File: src/rtl/gnn_pkg.sv
// Shared constants and types for the GNN feature loader and its aggregator.
package gnn_pkg;

    localparam int unsigned NUM_NODES = 4;
    localparam int unsigned NUM_FEAT  = 4;
    localparam int unsigned DATA_W    = 21;
    localparam int unsigned NUM_SLOTS = NUM_NODES * NUM_FEAT;
    localparam int unsigned CNT_W     = 4;

    // Count value of the final beat of a batch; the counter saturates here.
    localparam logic [CNT_W-1:0] LAST_BEAT = CNT_W'(NUM_SLOTS - 1);

    typedef enum logic [1:0] {
        StIdle = 2'd0,
        StLoad = 2'd1,
        StFire = 2'd2
    } state_e;

    // Bank slot holding feature f of node n (stream order is node-major).
    function automatic int unsigned slot_idx(input int unsigned n, input int unsigned f);
        return NUM_FEAT * n + f;
    endfunction

endpackage

File: src/rtl/gnn_feature_loader.sv
// Collects one batch of node features from a beat stream into a register bank,
// then raises a one-cycle strobe for the downstream aggregator.
module gnn_feature_loader
    import gnn_pkg::*;
(
    input  logic                          clk,
    input  logic                          rst_n,
    input  logic                          start,
    input  logic                          flush,
    input  logic                          s_valid,
    input  logic [DATA_W-1:0]             s_data,
    output logic                          s_ready,
    output logic [NUM_SLOTS*DATA_W-1:0]   feat_out,
    output logic                          out_rdy,
    output logic                          busy,
    output logic [CNT_W-1:0]              beat_cnt
);

    state_e             state_q;
    logic [CNT_W-1:0]   cnt_q;
    logic               s_ready_q;
    logic               busy_q;
    logic               out_rdy_q;
    logic [DATA_W-1:0]  bank_q [NUM_SLOTS];
    logic               accept;

    // A beat lands only while loading; flush wins over acceptance.
    assign accept = (state_q == StLoad) && s_valid && !flush;

    // Batch sequencing with registered handshake/status outputs.
    always_ff @(posedge clk or negedge rst_n) begin
        if (!rst_n) begin
            state_q   <= StIdle;
            cnt_q     <= '0;
            s_ready_q <= 1'b0;
            busy_q    <= 1'b0;
            out_rdy_q <= 1'b0;
        end else if (flush) begin
            state_q   <= StIdle;
            cnt_q     <= '0;
            s_ready_q <= 1'b0;
            busy_q    <= 1'b0;
            out_rdy_q <= 1'b0;
        end else begin
            unique case (state_q)
                StIdle: begin
                    if (start) begin
                        state_q   <= StLoad;
                        cnt_q     <= '0;
                        s_ready_q <= 1'b1;
                        busy_q    <= 1'b1;
                    end
                end
                StLoad: begin
                    if (s_valid) begin
                        if (cnt_q == LAST_BEAT) begin
                            // Count holds at the last beat through the strobe.
                            state_q   <= StFire;
                            s_ready_q <= 1'b0;
                            out_rdy_q <= 1'b1;
                        end else begin
                            cnt_q <= cnt_q + CNT_W'(1);
                        end
                    end
                end
                StFire: begin
                    state_q   <= StIdle;
                    busy_q    <= 1'b0;
                    out_rdy_q <= 1'b0;
                end
                default: begin
                    state_q   <= StIdle;
                    cnt_q     <= '0;
                    s_ready_q <= 1'b0;
                    busy_q    <= 1'b0;
                    out_rdy_q <= 1'b0;
                end
            endcase
        end
    end

    // Feature bank: each accepted beat overwrites the slot named by the count.
    always_ff @(posedge clk or negedge rst_n) begin
        if (!rst_n) begin
            for (int k = 0; k < int'(NUM_SLOTS); k++) begin
                bank_q[k] <= '0;
            end
        end else if (accept) begin
            bank_q[cnt_q] <= s_data;
        end
    end

    for (genvar k = 0; k < int'(NUM_SLOTS); k++) begin : g_flat
        assign feat_out[k*DATA_W +: DATA_W] = bank_q[k];
    end

    assign s_ready  = s_ready_q;
    assign busy     = busy_q;
    assign out_rdy  = out_rdy_q;
    assign beat_cnt = cnt_q;

endmodule

File: config.mk
export PLATFORM = sky130hd
export DESIGN_NAME = gnn_feature_loader
export DESIGN_NICKNAME = d
export VERILOG_FILES = /design/src/rtl/gnn_pkg.sv /design/src/rtl/gnn_feature_loader.sv
export SDC_FILE = /design/constraint.sdc
export NUM_CORES = 1
export LEC_CHECK = 0
export ABC_AREA = 1
export CORE_MARGIN = 2
export CORE_UTILIZATION = 51
export DETAILED_ROUTE_END_ITERATION = 7
export GPL_TIMING_DRIVEN = 0
export PLACE_DENSITY_LB_ADDON = 0.05
export REMOVE_ABC_BUFFERS = 1
export SLEW_MARGIN = 20
export SYNTH_ARGS = -nofsm -noshare
export SYNTH_HDL_FRONTEND = slang
export SYNTH_SLANG_ARGS = --single-unit
File: constraint.sdc
create_clock -name clk -period 3.4 [get_ports clk]
set_input_delay 0.34 -clock clk [delete_from_list [all_inputs] [get_ports clk]]
set_output_delay 0.34 -clock clk [all_outputs]
set_load 0.005 [all_outputs]
Word-level counts from Yosys, hierarchy flattened

Cells that the tools add are included.

$add $sub $neg: 1
Magnitude comparators: 2
Eq/ne operators: 10
Mux-type cells: 24
Bitwise logic cells: 1
Reductions and logical operators: 10

Operators with widths:

| operator                                                                      | count |
|---|---|
| 336-bit bitwise mux                                                           | 1 |
| 21-bit demux with 4-bit select                                                | 1 |
| 21-bit 2-to-1 mux                                                             | 1 |
| 4-bit 2-to-1 mux                                                              | 4 |
| 4-bit case mux with 3 select lines                                            | 1 |
| 3-bit != test (second input constant)                                         | 3 |
| 1-bit 2-to-1 mux                                                              | 8 |
| 2-bit 2-to-1 mux                                                              | 4 |
| 4-bit AND reduction                                                           | 2 |
| 2-bit != test (second input constant)                                         | 3 |
| 3-bit AND reduction                                                           | 2 |
| 5-bit greater-or-equal comparator (second input constant)                     | 1 |
| 5-bit by 1-bit less-than comparator with 1-bit output (second input constant) | 1 |
| 4-bit NOT with 5-bit output                                                   | 1 |
| 4-bit by 1-bit adder with 4-bit output (second input constant)                | 1 |
| 4-bit == test (second input constant)                                         | 1 |
| 1-bit case mux with 2 select lines                                            | 2 |
| 2-bit case mux with 2 select lines                                            | 1 |
| 1-bit logical AND                                                             | 3 |
| 3-bit by 2-bit != test with 1-bit output (second input constant)              | 1 |
| 1-bit case mux with 3 select lines                                            | 1 |
| 2-bit by 1-bit == test with 1-bit output (second input constant)              | 1 |
| 2-bit == test (second input constant)                                         | 1 |
| 2-bit zero test                                                               | 1 |
| other kinds (2)                                                               | 2 |

Bits in registers: 345
Input port bits: 26
Output and inout bits: 343

Logic depth before layout (Yosys ltp)

Gate-level depths: netlist of the first run.

Word-level depth: 6
Mapped depth: 8
Mapped depth without buffers: 7

Least setup slack after synthesis of the first run

No wires, ideal clock.

Path type: flip-flop to flip-flop
Start point: register cnt_q[0] (netlist: beat_cnt[0])
End point: register bank_q (netlist bit feat_out[327])
Library setup time: 83 ps
Data arrival time: 1429 ps
Required time: 3317 ps
Slack: 1889 ps
Stages on the path, launching flop included: 8
Clock period less this slack: 1511 ps
Cells stage by stage: dfrtp_1 -> ha_1 -> nand3_1 -> inv_1 -> nand2_1 -> clkbuf_1 -> nand2_1 -> o21ai_0

Longest elaborated chain between the ends: 6

Ends and longest elaborated chain:

| element                                                                                                                          | line                     | RTL |
|---|---|---|
| from (decl)                                                                                                                      | gnn_feature_loader.sv:20 | `logic [CNT_W-1:0] cnt_q;` |
| from (signal assigned)                                                                                                           | gnn_feature_loader.sv:62 | `cnt_q <= cnt_q + CNT_W'(1);` |
| 4-bit NOT with 5-bit output (not written as such) *                                                                              | gnn_feature_loader.sv:89 | `bank_q[cnt_q] <= s_data;` |
| 5-bit greater-or-equal comparator (not written as such) or 5-bit by 1-bit less-than comparator with 1-bit output (tied branches) | gnn_feature_loader.sv:89 |  |
| 1-bit logical AND (not written as such)                                                                                          | gnn_feature_loader.sv:89 |  |
| 21-bit 2-to-1 mux (not written as such)                                                                                          | gnn_feature_loader.sv:89 |  |
| 21-bit demux with 4-bit select *                                                                                                 | gnn_feature_loader.sv:89 |  |
| 336-bit bitwise mux *                                                                                                            | gnn_feature_loader.sv:89 |  |
| to (signal, indexed assignment)                                                                                                  | gnn_feature_loader.sv:89 |  |
| to (decl)                                                                                                                        | gnn_feature_loader.sv:24 | `logic [DATA_W-1:0] bank_q [NUM_SLOTS];` |

Mark *: on every way between the ends. The rest lies on a longest branch, timed or not.
A chain may end at the register's enable or synchronous reset.

Worst setup path in the final report of the first run

Start point: register state_q[1]
End point: register bank_q (netlist bit feat_out[16])

Longest elaborated chain between the ends: 3

Ends and longest elaborated chain:

| element                                  | line                     | RTL |
|---|---|---|
| from (decl)                              | gnn_feature_loader.sv:19 | `state_e state_q;` |
| from (signal assigned)                   | gnn_feature_loader.sv:33 | `state_q <= StIdle;` |
| from (signal assigned)                   | gnn_feature_loader.sv:39 | `state_q <= StIdle;` |
| from (signal assigned)                   | gnn_feature_loader.sv:48 | `state_q <= StLoad;` |
| 2-bit by 1-bit == test with 1-bit output | gnn_feature_loader.sv:28 | `assign accept = (state_q == StLoad) && s_valid && !flush;` |
| 1-bit logical AND (2 in series)          | gnn_feature_loader.sv:28 |  |

No other way between the ends.

==> results of run 1 <==
[final cells by class]
class	count	area, um2
clock buffer	53	1050
clock inverter	8	115
fill	1815	6540
inverter	35	131
multi-input combinational	760	3450
sequential	345	8630
tap	324	405
timing repair buffer	378	3930
[what timing repair did]
| action | in CTS | in global routing |
|---|---|---|
| endpoints found under the hold margin | 90 | 0 |
| hold buffers | 1 | 0 |
| resized for setup | 0 | 0 |
[metal layers]
layer  vias up  track usage  share of wire
met2       372        0.466           0.48
met4         0       0.0974          0.034
met5         -            0              0
li1       4645            -              -
met3        73       0.0845          0.084
met1      4848        0.378           0.40
[logic make-up (layout without fill, tap and decap cells)]
logic type | after synthesis | in the layout
AND/OR/NAND/NOR | 419 | 419
flip-flops | 345 | 345
AO/OA/AOI/OAI | 337 | 337
buffers and inverters | 122 | 474
adder cells (fa/ha/maj) | 4 | 4
[report_power, final]
part           internal, mW  total, mW  switching, mW  leakage, nW
sequential             4.40       4.57          0.166         4.76
combinational         0.649       1.17          0.517         2.72
clock                  2.35       3.90           1.55        0.573
total                  7.40       9.63           2.23         8.05
[cell usage after synthesis, drive strengths merged]
| library cell | n |
|---|---|
| buf | 29 |
| nand2 | 383 |
| nor2 | 21 |
| clkbuf | 58 |
| nor3 | 1 |
| nand4 | 2 |
| inv | 35 |
| nand3 | 12 |
| o21ai | 337 |
| ha | 4 |
| dfrtp | 345 |
[per-stage QoR]
step | std cells | area (um2)
2_1_floorplan | 1140 | 12200
3_3_place_gp | 1832 | 16300
3_5_place_dp | 1841 | 16500
4_1_cts | 1903 | 17700
5_1_grt | 1903 | 17700
6_report | 1903 | 17700
[flip-flops by register name, indices dropped and copies added, names as in the netlist]
name	flops
busy	1
out_rdy	1
s_ready	1
beat_cnt	4
state_q	2
feat_out	336
[cell usage in the layout, fill, tap and decap left out]
master             n
buf_8              1
buf_16             7
dlygate4sd3_1      1
dfrtp_1          345
nand2_2            2
ha_1               4
inv_2              1
nor2_4             2
clkinv_2           5
inv_1             34
buf_12             2
nand2_4           10
nor3_1             1
nor2_1            19
bufinv_16          3
clkbuf_8           6
o21ai_0          326
nand3_1            8
clkdlybuf4s50_1  367
o21ai_1           11
clkbuf_1          10
nand4_1            2
nand2_1          371
nand3_2            4
clkbuf_16         37
[worst max-delay path: stages, from the launching register on]
cell and delay [ns]:
dfrtp_1 0.40, nor2_4 0.18, inv_2 0.06, nor2_4 0.60, nand3_2 0.72, buf_16 0.39
nand2_1 0.06, o21ai_0 0.07
[worst paths after layout]
| kind | startpoint | endpoint | cells past startpoint |
|---|---|---|---|
| worst max register to register | state_q[1]$_DFFE_PN0P_ | feat_out[16]$_DFFE_PN0P_ | 7 |
| max in group asynchronous | rst_n | feat_out[242]$_DFFE_PN0P_ | 4 |
| worst min register to register | feat_out[289]$_DFFE_PN0P_ | feat_out[289]$_DFFE_PN0P_ | 2 |
| worst max-delay path | state_q[1]$_DFFE_PN0P_ | feat_out[16]$_DFFE_PN0P_ | 7 |
| worst min-delay path | rst_n | feat_out[63]$_DFFE_PN0P_ | 2 |
| min in group clk | start | s_ready$_DFFE_PN0P_ | 3 |
==> impl_metrics.toml, run 1 <==
[outcome]
run_status = "completed"

[placement]
io_buffers = 368
place_ws_ns = 0.241
gp_congestion = 0.799
dpl.hpwl_um = 24200

[routing]
wl_per_cell_um = 19.5
drt-total-wl_um = 37000
vias = 9938
drc_errors = 0
ant_nets = 0
initialDrtViolationCount = 777
dr.pass1.iters = 4
vias_per_cell = 5.22

[critical_path]
arrival_ns = 3.02
startpoint_type = "flip-flop"
critPathRequiredTime_ns = 3.76
path_max_fanout = 25
worstSetupPathType = "reg -> reg"
r2r_slack_ns = 0.74
critPathCaptureType = "flip-flop"

[logic_synthesis]
synth_mux_area_frac = 0
synth_top_family_by_area = "compound AO/OA/AOI/OAI gates"
syn-instance-count = 1227
synth-xor-area-share = 0
synthDominantCellAreaShare = 0.686
syn_area_um2 = 12600
synth_fa_ha_area_frac = 0.00398
seq_area_frac_synth = 0.686
ys_types = 17
synth.avg_cell_area_um2 = 10.3
yosys-top-cells-area = "dfrtp_1 (69%), o21ai_0 (13%), nand2_1 (11%)"
synth_warnings = 0
synth-simple-area-share = 0.134
synth_compound_area_frac = 0.134
ys_ff_latch = 345
yosys.area.top_type = "dfrtp_1"

[die]
start_util = 0.519
num_rows = 57
dieArea_um2 = 26000
io_pins = 369
die_x_um = 161
die_h_um = 161
core_um2 = 24200

[timing]
hold_ws_ns = 0.471
period_needed_ns = 2.66
rsz0062_at_grt = "false"
fin_worst_skew_ns = 0.00845
fin_setup_tns_ns = 0
maxSlewHeadroom = 0.474
max_clock_freq_mhz = 375
finalHoldViolCount = 0
worst_pin_slew_ns = 0.787
drv_slew = 0
post-route-period-util = 0.784
finalSetupViolCount = 0
layout_setup_ws_ns = 0.735

[cts]
cts_max_path_buffers = 3
clk_pin_slew_ns = 0.06
cts_setup_buffers = 0
numCtsBuffers = 36
root_buffer = "clkbuf_16"
clock_latency_ns = 0.50
h-tree-depth = 2
cts_sinks = 345
tritoncts = "built"

[global_routing]
grt_max_degree = 99
grt_pass1_wl_um = 57500
grt_pass1_vias = 9564
antenna_found_initial = 0
grt.total_usage = 0.288
gr-total-overflow = 0

[layout]
synthToLayoutAreaGrowth_pct = 40.7
drive_above_1_share = 0.0507
diodes = 0
fin_util = 0.730
nNetsFinal = 1586

[power]
p_leak_nw = 8.05
power_density_nw_per_um2 = 544
power_mw = 9.63
max-vdd-ir-drop_mv = 0.394

[worst_hold_path]
hold_class = "in -> async"

[job]
maxCapViolations = 0
No activity file was read; power rests on OpenSTA's default activity.
==> inputs of run 2 (changes only) <==
- CORE_UTILIZATION: 51 -> 47
- clock period: 3.4 -> 2.5 ns (I/O delays scaled with it)
==> impl_metrics.toml, run 2 (synthesized netlist as in run 1, its figures left out) <==
[outcome]
run_status = "completed"

[routing]
vias = 9836
vias_per_cell = 5.10
initialDrtViolationCount = 753
ant_nets = 0
drt-total-wl_um = 37500
dr.pass1.iters = 5
wl_per_cell_um = 19.5
drc_errors = 0

[cts]
clock_latency_ns = 0.51
cts_max_path_buffers = 3
clk_pin_slew_ns = 0.06
numCtsBuffers = 37
cts_sinks = 345
root_buffer = "clkbuf_16"
tritoncts = "built"
h-tree-depth = 2

[timing]
rsz0062_at_grt = "false"
maxSlewHeadroom = 0.593
drv_slew = 0
post-route-period-util = 0.833
finalHoldViolCount = 0
layout_setup_ws_ns = 0.417
fin_worst_skew_ns = 0.0103
period_needed_ns = 2.08
max_clock_freq_mhz = 480
worst_pin_slew_ns = 0.610
fin_setup_tns_ns = 0
finalSetupViolCount = 0
hold_ws_ns = 0.302

[global_routing]
antenna_found_initial = 0
grt_max_degree = 100
gr-total-overflow = 0
grt_pass1_wl_um = 57900
grt_pass1_vias = 9627
grt.total_usage = 0.269

[layout]
fin_util = 0.685
largest_reg_flops = 336
multi_input_area_um2 = 3460
drive_above_1_share = 0.0590
fillers = 2093
synthToLayoutAreaGrowth_pct = 42.5
final_cells = 1929
seqCellArea_um2 = 8630
final_cell_mix = "nand2_1 (371), clkdlybuf4s50_1 (367), dfrtp_1 (345)"
nNetsFinal = 1595
design_area_um2 = 17900
final_common_cell = "nand2_1"
diodes = 0

[die]
num_rows = 59
die_h_um = 168
core_um2 = 26200
io_pins = 369
die_x_um = 168
start_util = 0.480
dieArea_um2 = 28100

[critical_path]
critPathCaptureType = "flip-flop"
path_max_fanout = 28
worstSetupPathType = "reg -> reg"
startpoint_type = "flip-flop"
critPathRequiredTime_ns = 2.86
arrival_ns = 2.44

[worst_hold_path]
hold_class = "in -> async"

[power]
max-vdd-ir-drop_mv = 0.682
power_mw = 13.6
power_density_nw_per_um2 = 755
p_leak_nw = 8.16

[placement]
place_ws_ns = -0.453
gp_congestion = 0.791
io_buffers = 368
dpl.hpwl_um = 24400
dp.cells = 1852
place_area_um2 = 16500

[job]
maxCapViolations = 0
## run 2: worst paths after layout
kind	startpoint	to	slack [ns]	depth (start not counted)
max	beat_cnt[2]$_DFFE_PN0P_	feat_out[57]$_DFFE_PN0P_	0.42	5
min	rst_n	feat_out[205]$_DFFE_PN0P_	0.30	2
max reg2reg	beat_cnt[2]$_DFFE_PN0P_	feat_out[57]$_DFFE_PN0P_	0.42	5
min reg2reg	s_ready$_DFFE_PN0P_	s_ready$_DFFE_PN0P_	0.47	2
max in group asynchronous	rst_n	feat_out[325]$_DFFE_PN0P_	0.94	4
min in group clk	start	busy$_DFFE_PN0P_	0.38	3
## run 2: critical path, stage by stage, from the launching register on
cell     delay (ns)
dfrtp_1        0.48
nor2_1         0.52
nand3_2        0.46
buf_16         0.32
nand2_1        0.07
o21ai_0        0.07
## run 2: metal layers
metal,GRT usage,vias up,routed length [um]
li1,-,4657,-
met2,0.437,352,17800
met5,0,-,0
met1,0.352,4765,15600
met4,0.0870,0,1110
met3,0.0756,62,2960
## run 2: final cells by class
type                            instances  area share
Multi-Input combinational cell        760       0.193
Timing Repair Buffer                  386       0.223
Clock inverter                          8     0.00802
Sequential cell                       345       0.481
Inverter                               35     0.00732
Clock buffer                           60      0.0644
Tap cell                              335      0.0234
## run 2: repair_timing
item / in CTS / in global routing
setup buffers: 0 / 8
resized for setup: 0 / 2
endpoints found under the setup margin: 23 / 78
hold endpoints to repair: 75 / 0
pin swaps: 0 / 1
hold buffers: 1 / 0
## run 2: power breakdown
part / total (mW) / leakage, nW / switching [mW] / internal (mW)
clock: 5.73 / 0.638 / 2.15 / 3.58
sequential: 6.22 / 4.76 / 0.231 / 5.98
combinational: 1.61 / 2.76 / 0.711 / 0.897
total: 13.6 / 8.16 / 3.10 / 10.5
==> inputs of run 3 (changes only) <==
- clock period: 2.5 -> 2.2 ns (I/O delays scaled with it)
==> impl_metrics.toml, run 3 (synthesized netlist as in run 1, its figures left out) <==
[placement]
io_buffers = 368
dpl.hpwl_um = 24400
gp_congestion = 0.791
place_ws_ns = -0.723

[critical_path]
path_max_fanout = 30
rr_startpoint = "beat_cnt[0]$_DFFE_PN0P_"
startpoint_type = "flip-flop"
worstSetupPathType = "reg -> reg"
critPathRequiredTime_ns = 2.56
setup.worst_path.start = "beat_cnt[0]$_DFFE_PN0P_"
arrival_ns = 2.33
critPathCaptureType = "flip-flop"

[die]
num_rows = 59
core_um2 = 26200
io_pins = 369
dieArea_um2 = 28100
start_util = 0.480
die_h_um = 168
die_x_um = 168

[timing]
period_needed_ns = 1.96
fin_setup_tns_ns = 0
worst_pin_slew_ns = 0.611
rsz0062_at_grt = "false"
post-route-period-util = 0.892
layout_setup_ws_ns = 0.237
drv_slew = 0
max_clock_freq_mhz = 510
finalHoldViolCount = 0
maxSlewHeadroom = 0.593
fin_worst_skew_ns = 0.00994
finalSetupViolCount = 0

[layout]
largest_reg_flops = 336
diodes = 0
final_common_cell = "nand2_1"
nNetsFinal = 1591
final_cell_mix = "nand2_1 (371), clkdlybuf4s50_1 (367), dfrtp_1 (345)"
fin_util = 0.684
drive_above_1_share = 0.0572
synthToLayoutAreaGrowth_pct = 42.3
fillers = 2094

[global_routing]
grt_max_degree = 100
gr-total-overflow = 0
grt_pass1_vias = 9646
grt_pass1_wl_um = 58000
grt.total_usage = 0.269
antenna_found_initial = 0

[routing]
vias_per_cell = 5.07
initialDrtViolationCount = 689
drt-total-wl_um = 37500
wl_per_cell_um = 19.5
ant_nets = 0
drc_errors = 0
dr.pass1.iters = 5
vias = 9769

[cts]
root_buffer = "clkbuf_16"
h-tree-depth = 2
clk_pin_slew_ns = 0.06
clock_latency_ns = 0.51
cts_sinks = 345
tritoncts = "built"
cts_max_path_buffers = 3
numCtsBuffers = 37

[power]
max-vdd-ir-drop_mv = 0.773
power_density_nw_per_um2 = 860
power_mw = 15.4
p_leak_nw = 8.14

[job]
maxCapViolations = 0

[worst_hold_path]
hold_class = "in -> async"

[outcome]
run_status = "completed"
==> run 3: critical path: stages, from the launching register on <==
cell     delay (ns)
dfrtp_1        0.49
ha_1           0.31
nand3_1        0.18
inv_1          0.13
nand2_2        0.26
buf_12         0.27
nand2_1        0.07
o21ai_0        0.08
==> run 3: through the flow <==
stage	instances	hold WS, ns	cell area [um2]
after global routing	1925	0.328	17900
after CTS	1925	0.287	17900
after detailed placement	1852	0.237	16500
after floorplan	1140	-0.0756	12200
final	1925	0.273	17900
after global placement	1843	0.457	16300
==> run 3: report_power, final <==
part	total, mW	switching [mW]	internal, mW
clock network	6.52	2.46	4.06
logic	1.82	0.807	1.01
registers	7.06	0.263	6.80
total	15.4	3.53	11.9
==> run 3: worst paths after layout <==
path	cells past startpoint	to	slack (ns)
max in group asynchronous	4	out_rdy$_DFFE_PN0P_	0.66
worst min register to register	2	s_ready$_DFFE_PN0P_	0.47
worst max register to register	7	feat_out[331]$_DFFE_PN0P_	0.24
worst max-delay path	7	feat_out[331]$_DFFE_PN0P_	0.24
min in group clk	3	busy$_DFFE_PN0P_	0.36
worst min-delay path	2	feat_out[205]$_DFFE_PN0P_	0.27
==> run 3: timing repair <==
item | CTS | global route
hold endpoints to repair | 75 | 0
hold buffers | 1 | 0
setup endpoints to repair | 200 | 12
resized for setup | 2 | 1
pin swaps | 1 | 0
setup buffers | 4 | 0
==> run 3: cell type report <==
type                    instances  area, um2  area share
flip-flops and latches        345       8630       0.482
multi-input cells             760       3460       0.193
repair buffers                382       3970       0.221
well taps                     335        419      0.0234
inverters                      35        131     0.00733
clock inverters                 8        144     0.00803
clock buffers                  60       1150      0.0645
==> run 3: routing by layer <==
layer / GRT usage / up-vias / part of all wire
met1: 0.351 / 4705 / 0.42
met5: 0 / - / 0
met3: 0.0754 / 57 / 0.080
met4: 0.0873 / 0 / 0.029
met2: 0.440 / 353 / 0.47
li1: - / 4654 / -
